## src/rtl/avg_pkg.sv

```systemverilog
// Shared constants for the closest-to-average filter and its result FIFO.
package avg_pkg;
  localparam int DATA_W       = 16;
  localparam int WIN_LEN      = 12;
  localparam int DROP_CNT_W   = 8;
  localparam int DROP_CNT_MAX = 255;
endpackage

```

## src/rtl/avg_fifo_mem.sv

```systemverilog
// Result storage: DEPTH x DATA_W register array, one write port, async read port.
module avg_fifo_mem #(
  parameter int DATA_W = 16,
  parameter int DEPTH  = 8,
  parameter int AW     = 3
) (
  input  logic              clk,
  input  logic              we,
  input  logic [AW-1:0]     waddr,
  input  logic [DATA_W-1:0] wdata,
  input  logic [AW-1:0]     raddr,
  output logic [DATA_W-1:0] rdata
);

  logic [DATA_W-1:0] mem [DEPTH];

  // Contents are intentionally not reset; validity is tracked by the pointers.
  always_ff @(posedge clk) begin
    if (we) mem[waddr] <= wdata;
  end

  assign rdata = mem[raddr];

endmodule

```

## src/rtl/avg_result_fifo.sv

```systemverilog
// Show-ahead FIFO capturing filtered results; drops and counts words arriving while full.
module avg_result_fifo
  import avg_pkg::*;
#(
  parameter int DATA_W = avg_pkg::DATA_W,
  parameter int DEPTH  = 8,
  parameter int AW     = 3
) (
  input  logic                  clk,
  input  logic                  reset,
  input  logic                  in_valid,
  input  logic [DATA_W-1:0]     in_data,
  input  logic                  out_ready,
  output logic                  out_valid,
  output logic [DATA_W-1:0]     out_data,
  output logic [AW:0]           count,
  output logic                  full,
  output logic                  empty,
  input  logic                  clr_ovf,
  output logic                  overflow,
  output logic [DROP_CNT_W-1:0] drop_cnt
);

  // Handshake: a word moves to the consumer on any posedge where out_valid and
  // out_ready are both high; out_valid never looks at out_ready, and the head
  // word is held until that transfer happens.

  localparam logic [AW:0]           DEPTH_C = (AW+1)'(DEPTH);
  localparam logic [DROP_CNT_W-1:0] DROP_MAX_C = DROP_CNT_W'(DROP_CNT_MAX);

  logic [AW-1:0]     wr_ptr, rd_ptr;
  logic [AW:0]       count_nxt;
  logic [DATA_W-1:0] rdata;
  logic              push, pop, drop;

  assign out_valid = !empty;
  assign pop       = out_valid & out_ready;
  assign push      = in_valid & (!full | pop);
  assign drop      = in_valid & full & !pop;

  always_comb begin
    count_nxt = count;
    case ({push, pop})
      2'b10:   count_nxt = count + 1'b1;
      2'b01:   count_nxt = count - 1'b1;
      default: count_nxt = count;
    endcase
  end

  // full/empty are registered from the next count so they never depend on
  // pointer equality, which is ambiguous when the pointers wrap.
  always_ff @(posedge clk or posedge reset) begin
    if (reset) begin
      wr_ptr <= '0;
      rd_ptr <= '0;
      count  <= '0;
      full   <= 1'b0;
      empty  <= 1'b1;
    end else begin
      if (push) wr_ptr <= wr_ptr + 1'b1;
      if (pop)  rd_ptr <= rd_ptr + 1'b1;
      count <= count_nxt;
      full  <= (count_nxt == DEPTH_C);
      empty <= (count_nxt == '0);
    end
  end

  // A drop in the same cycle as a clear wins, leaving a count of one.
  always_ff @(posedge clk or posedge reset) begin
    if (reset) begin
      overflow <= 1'b0;
      drop_cnt <= '0;
    end else if (drop) begin
      overflow <= 1'b1;
      if (clr_ovf)
        drop_cnt <= DROP_CNT_W'(1);
      else if (drop_cnt != DROP_MAX_C)
        drop_cnt <= drop_cnt + 1'b1;
    end else if (clr_ovf) begin
      overflow <= 1'b0;
      drop_cnt <= '0;
    end
  end

  avg_fifo_mem #(
    .DATA_W(DATA_W),
    .DEPTH (DEPTH),
    .AW    (AW)
  ) u_mem (
    .clk  (clk),
    .we   (push),
    .waddr(wr_ptr),
    .wdata(in_data),
    .raddr(rd_ptr),
    .rdata(rdata)
  );

  assign out_data = empty ? '0 : rdata;

endmodule

```

## config.mk

```make
export PLATFORM = sky130hd
export DESIGN_NAME = avg_result_fifo
export DESIGN_NICKNAME = d
export VERILOG_FILES = /design/src/rtl/avg_pkg.sv /design/src/rtl/avg_fifo_mem.sv /design/src/rtl/avg_result_fifo.sv
export SDC_FILE = /design/constraint.sdc
export NUM_CORES = 1
export LEC_CHECK = 0
export BUFFER_PORTS_ARGS = -buffer_cell sky130_fd_sc_hd__buf_4
export CAP_MARGIN = 15
export CORE_ASPECT_RATIO = 0.8
export CORE_MARGIN = 2
export CORE_UTILIZATION = 60
export DETAILED_ROUTE_END_ITERATION = 10
export PLACE_DENSITY_LB_ADDON = 0.25
export SLEW_MARGIN = 10
export SYNTH_ARGS = -nofsm -noshare
export SYNTH_HDL_FRONTEND = slang
export SYNTH_HIERARCHICAL = 1
export SYNTH_SLANG_ARGS = --single-unit
```

## constraint.sdc

```tcl
create_clock -name clk -period 4.2 [get_ports clk]
set_input_delay 0 -clock clk [delete_from_list [all_inputs] [get_ports clk]]
set_output_delay 0 -clock clk [all_outputs]
set_load 0.03 [all_outputs]
```

==> results.cfg, run 1 <==
[outcome]
status = complete, no violations

[grt]
grt_max_degree = 22
track_usage_pct = 22.72
antenna_found_initial = 0
first_global_vias = 3436
grt_pass1_wl_um = 18350
grt_overflow = 0

[floorplan]
die_area_mm2 = 0.01121
start_util_pct = 61.30
die_w_um = 117.9
core_mm2 = 0.01016
rows = 33
die_h_um = 95.11
ios = 53

[yosys]
synth_mux_area_share_pct = 16.52
synth_xor_area_share_pct = 1.125
synth_top_area_cell = edfxtp_1
synth_top_family_by_area = multiplexers
yosys.area.top_type_share_pct = 61.74
yosysSeqAreaShare_pct = 70.20
postSynth.asyncResetShare_pct = 14.09
synth_compound_area_share_pct = 2.130
synth_cells = 327
synth_seq_cells = 149
syn_nets = 354
syn_area_mm2 = 0.006226
synthTopCellsByArea = edfxtp_1 (62%), mux4_1 (12%), dfrtp_1 (8.0%), mux2_2 (3.1%), mux4_2 (1.4%)
synth_cell_types = 46
synth_edf_count = 128
ys.warnings.count = 6
synthSimpleGateAreaFrac_pct = 6.752
avgSynthCellArea_um2 = 19.04
synth_flop_cell = edfxtp_1
synthAdderAreaFrac_pct = 1.206

[critical_path]
crit_family = flip-flops
slowest_delay_ns = 0.83
critPathLaunchType = flip-flop
endpoint_kind = flip-flop
crit_required_ns = 4.53
crit_path_max_fanout = 19
cp.arrival_ns = 3.43
crit_path_top_delay_cell = dfstp_2
cp_num_buf_inv = 0
crit_chain = nand2b_1 > nand2_1 > nand2_1 > ha_1 > xor2_1 > ha_1 > mux2_2 > a2111o_1 > a211oi_1
crit_type = flip-flop to flip-flop

[drt]
wire_per_inst_um = 20.77
drt_wl_total_um = 11800
vias = 3291
antenna_left = 0
first_iter_violations = 273
vias_per_cell = 5.794
dr.pass1.iters = 4
post-route-drc-count = 0

[hold_path]
hold_path_class = input pin to flip-flop

[placement]
routabilityCongestion = 0.7494
dpl.cell_count = 517
portBuffers = 52
place_area_mm2 = 0.006785
dp_hpwl_um = 6982
pre_cts_ws_ns = 1.143

[cts]
clk_transition_reported_paths_ns = 0.06
cts_setup_buffers = 0
cts_hold_buf = 19
htree_levels = 4
cts_root_buf = clkbuf_16
cts.sinks = 149
clock_latency_ns = 0.42
cts_buffers = 17
cts_tree = built
cts_max_path_buffers = 2
cts_resized = 0

[layout]
regArea_mm2 = 0.004370
fin_area_mm2 = 0.007612
fin_util_pct = 74.94
fin_cells = 568
fin_nets = 442
nFillCells = 598
layout_common_cells = edfxtp_1 (128), buf_4 (63), mux4_1 (28)
drive_gt1_share_pct = 30.14
multi_input_area_mm2 = 0.001737
syn2layout_area_growth_pct = 22.27
antenna_cells = 0
mostFrequentLayoutCell = edfxtp_1

[power]
p_seq_share_pct = 38.6
power_density_mw_per_mm2 = 713.2
vdd_ir_drop_max_mv = 0.5092
p_leak_nw = 2.799
p_sw_share_pct = 30.89
power.net_switching_w = 0.001677
internal_power_w = 0.003752
power_frac_comb_pct = 31.7
p_clk_share_pct = 29.7

[run]
maxCapViolations = 0

[timing]
max_freq_mhz = 322.7
setup-tns-final_ns = 0
slew_headroom_pct = 36.16
hold_violations = 0
setup_slack_ns = 1.101
rsz0062_at_grt = false
finalCriticalPeriod_ns = 3.099
setup_viol = 0
slew_viol_final = 0
finalClockSkew_ns = 0.01264
tightest_slew_ns = 0.9576
fin_crit_sh_pct = 73.78
## flip-flops by register name, indices dropped and copies added, names as in the netlist
name       cells
u_mem/mem    128
drop_cnt       8
count          4
overflow       1
empty          1
rd_ptr         3
full           1
wr_ptr         3
## worst paths after layout
path	start	cells past startpoint	slack, ns	endpoint
min in group asynchronous	reset	3	0.30	count[1]$_DFF_PP0_
setup / recovery	empty$_DFF_PP1_	9	1.10	empty$_DFF_PP1_
hold reg to reg	wr_ptr[2]$_DFFE_PP0P_	1	0.50	wr_ptr[2]$_DFFE_PP0P_
hold / removal	out_ready	4	0.05	rd_ptr[1]$_DFFE_PP0P_
setup reg to reg	empty$_DFF_PP1_	9	1.10	empty$_DFF_PP1_
max in group asynchronous	reset	3	3.38	drop_cnt[6]$_DFFE_PP0P_
## worst reg2reg max path, cell delays in order (launching register included)
cell and delay (ns):
dfstp_2 0.83, nand2b_1 0.34, nand2_1 0.09, nand2_1 0.14
ha_1 0.26, xor2_1 0.17, ha_1 0.25, mux2_2 0.29
a2111o_1 0.42, a211oi_1 0.23
## stage by stage
stage | hold slack (ns) | power [W]
4_1_cts | 0.02670 | 0.005476
2_1_floorplan | -0.02421 | 0.003285
6_report | 0.04683 | 0.005429
5_1_grt | 0.08329 | 0.005664
3_3_place_gp | 0.2006 | 0.003780
3_5_place_dp | 0.2031 | 0.003830
## final cells by class
type                    count  share of cell area, %
inverters                   8                 0.3945
multi-input cells         157                  22.81
flip-flops and latches    149                  57.41
repair buffers             82                  8.711
clock buffers              17                  5.588
well taps                 140                  2.301
clock inverters            15                  2.778
## metal layers
layer | GRT usage, % | up-vias | wire [um]
met4 | 8.635 | 0 | 99
li1 | - | 1498 | -
met2 | 38.13 | 91 | 6016
met3 | 5.742 | 10 | 520
met5 | 0 | - | 0
met1 | 29.34 | 1692 | 5160
## cells by family (layout without fill, tap and decap cells)
group                      Yosys count  count (layout)
and+or+nand+nor                     71              71
xor gates and xnor gates             8               8
adders and majority gates            6               6
muxes                               50              50
buffers and inverters               21             122
DFF                                149             149
AOI/OAI and AO/OA                   22              22
## Yosys cell counts, types with 2 or more instances
master	number
mux2_2	17
buf_1	4
nor2b_1	13
dfrtp_1	20
inv_1	7
or3_1	3
xnor2_1	6
nand2_1	12
nor4_1	2
and3_2	2
ha_1	6
edfxtp_1	128
o21ai_0	7
xor2_1	2
nor2_1	7
nor3_1	6
and2b_2	5
buf_6	6
mux4_1	28
nand4_1	4
a21oi_1	8
nand2b_1	5
nand3_1	3
mux4_2	4
## power groups by stage
stage / registers (W) / clock network, W / logic (W)
after floorplan: 0.00204 / 0 / 0.00124
after global placement: 0.00210 / 0 / 0.00168
after detailed placement: 0.00212 / 0 / 0.00171
after CTS: 0.00210 / 0.00164 / 0.00174
after global routing: 0.00213 / 0.00170 / 0.00184
final: 0.00209 / 0.00161 / 0.00172
No activity file was read; power rests on OpenSTA's default activity.
==> run 2, diff against run 1 <==
--- a/config.mk
+++ b/config.mk
@@ -9,7 +9,7 @@
 export CAP_MARGIN = 15
 export CORE_ASPECT_RATIO = 0.8
 export CORE_MARGIN = 2
-export CORE_UTILIZATION = 60
+export CORE_UTILIZATION = 53
 export DETAILED_ROUTE_END_ITERATION = 10
 export PLACE_DENSITY_LB_ADDON = 0.25
 export SLEW_MARGIN = 10
==> constraint.sdc (replaced) <==
create_clock -name clk -period 2.65 [get_ports clk]
set_input_delay 0 -clock clk [delete_from_list [all_inputs] [get_ports clk]]
set_output_delay 0 -clock clk [all_outputs]
set_load 0.03 [all_outputs]
==> run 2 against run 1 <==
  * Worst setup slack got worse by 0.93 ns
  * Clock power rose by 41%
  * Total power up 54%
  * Fmax grew 25%
  * Wire length increased by 0.14%
  * Final area rose by 0.71%
  * Register-to-register slack lost 0.93 ns
  * Sequential share of layout area shrank 0.40 points
  * Critical path type unchanged
  * Largest cell class unchanged
==> results.cfg, run 2 (synthesis gave the netlist of run 1 again) <==
[layout]
fin_cells = 588
drive_gt1_share_pct = 32.27
largest_reg_flops = 128
syn2layout_area_growth_pct = 23.13
largest-register = u_mem/mem
reg_top3 = u_mem/mem: 128 flops, drop_cnt: 8 flops, count: 4 flops
antenna_cells = 0
mostFrequentLayoutCell = edfxtp_1
fin_nets = 454
fin_util_pct = 66.82
nFillCells = 751
layout_common_cells = edfxtp_1 (128), buf_4 (74), mux4_1 (28)

[floorplan]
die_w_um = 125.2
ios = 53
rows = 35
core_mm2 = 0.01147
die_h_um = 100.9
die_area_mm2 = 0.01264
start_util_pct = 54.26

[cts]
cts_root_buf = clkbuf_16
clk_transition_reported_paths_ns = 0.06
htree_levels = 4
cts_buffers = 17
clock_latency_ns = 0.41
cts.sinks = 149
cts_max_path_buffers = 2
cts_tree = built

[critical_path]
crit_chain = nand2b_2 > nand2_1 > nand2_2 > ha_4 > xor2_1 > ha_1 > mux2_2 > a2111o_1 > a211oi_2
crit_path_max_fanout = 5
crit_required_ns = 2.99
crit_type = flip-flop to flip-flop
slowest_delay_ns = 0.52
endpoint_kind = flip-flop
crit_path_top_delay_cell = dfstp_2
critPathLaunchType = flip-flop
cp.arrival_ns = 2.82

[grt]
antenna_found_initial = 0
grt_pass1_wl_um = 18200
track_usage_pct = 19.99
use_met3_pct = 4.193
first_global_vias = 3316
use_met2_pct = 32.02
grt_max_degree = 23
busiest_layer = met2
grt_overflow = 0
gr-usage-met1_pct = 27.06

[timing]
hold_violations = 0
fin_crit_sh_pct = 93.71
setup-tns-final_ns = 0
rsz0062_at_grt = false
finalCriticalPeriod_ns = 2.483
max_freq_mhz = 402.7
setup_viol = 0
slew_viol_final = 0
finalClockSkew_ns = 0.01046
tightest_slew_ns = 0.8633
slew_headroom_pct = 42.39

[drt]
dr.pass1.iters = 4
post-route-drc-count = 0
drt_wl_total_um = 11810
vias = 3310
first_iter_violations = 249
vias_per_cell = 5.629
wire_per_inst_um = 20.09
antenna_left = 0

[run]
maxCapViolations = 0

[placement]
portBuffers = 52
dpl.cell_count = 536
routabilityCongestion = 0.7534
dp_hpwl_um = 7071

[power]
vdd_ir_drop_max_mv = 0.6730
power_density_mw_per_mm2 = 1093
p_total_w = 0.008382
p_leak_nw = 2.823

[hold_path]
hold_path_class = input pin to asynchronous set/reset pin

[outcome]
status = complete, no violations
-- run 2: cell count changes in the layout (fill, tap and decap cells not counted), sizes merged --
cell         before  now
dlygate4sd3      19   20
clkbuf           17   18
inv               8    9
bufinv            5    2
buf              63   74
clkinvlp          2    3
-- run 2: through the flow --
stage	hold WS, ns	setup slack [ns]	area, um^2
5_1_grt	0.3606	0.04235	7666
6_report	0.3278	0.1668	7666
4_1_cts	0.3362	0.05437	7649
3_5_place_dp	0.2275	0.02456	6880
3_3_place_gp	0.2007	0.1468	6880
2_1_floorplan	-0.02421	0.01597	6228
-- run 2: critical path: cells and delay by family, from the launching register on --
kind | cells | cell delay [ns]
fa+ha+maj | 2 | 0.43
simple gates | 3 | 0.37
compound gates | 2 | 0.63
mux | 1 | 0.29
flops | 1 | 0.52
xor+xnor | 1 | 0.18
-- run 2: final timing paths --
check | from | end | slack (ns) | cells past startpoint
setup reg to reg | empty$_DFF_PP1_ | empty$_DFF_PP1_ | 0.17 | 9
min in group clk | in_data[10] | u_mem/mem[0][10]$_DFFE_PP_ | 0.36 | 2
setup / recovery | empty$_DFF_PP1_ | empty$_DFF_PP1_ | 0.17 | 9
hold / removal | reset | count[0]$_DFF_PP0_ | 0.33 | 3
hold reg to reg | wr_ptr[2]$_DFFE_PP0P_ | wr_ptr[2]$_DFFE_PP0P_ | 0.51 | 1
max in group asynchronous | reset | drop_cnt[5]$_DFFE_PP0P_ | 1.79 | 3
-- run 2: power breakdown --
part	switching, W	internal (W)	total, W	leakage, nW
Sequential	0.000196	0.00296	0.00316	1.43
Clock	0.000895	0.00137	0.00227	0.271
Combinational	0.00157	0.00138	0.00296	1.12
-- run 2: area by class of cell --
cell class | instances | area, um^2 | area share (%)
repair buffers | 94 | 755.7 | 9.858
flip-flops and latches | 149 | 4370 | 57.01
well taps | 148 | 185.2 | 2.416
inverters | 8 | 30.03 | 0.3917
multi-input cells | 157 | 1759 | 22.95
clock buffers | 18 | 429.2 | 5.598
clock inverters | 14 | 136.4 | 1.779
-- run 2: timing repair --
action | in CTS | in global routing
buffers inserted | 0 | 0
endpoints found under the setup margin | 1 | 1
endpoints found under the hold margin | 159 | 0
hold buffers | 20 | 0
resized for setup | 1 | 3
-- run 2: metal layers --
metal  wire, um  part of all wire (%)
met4        169                   1.4
met1       5326                    45
met3        466                   3.9
met2       5850                    50
met5          0                     0
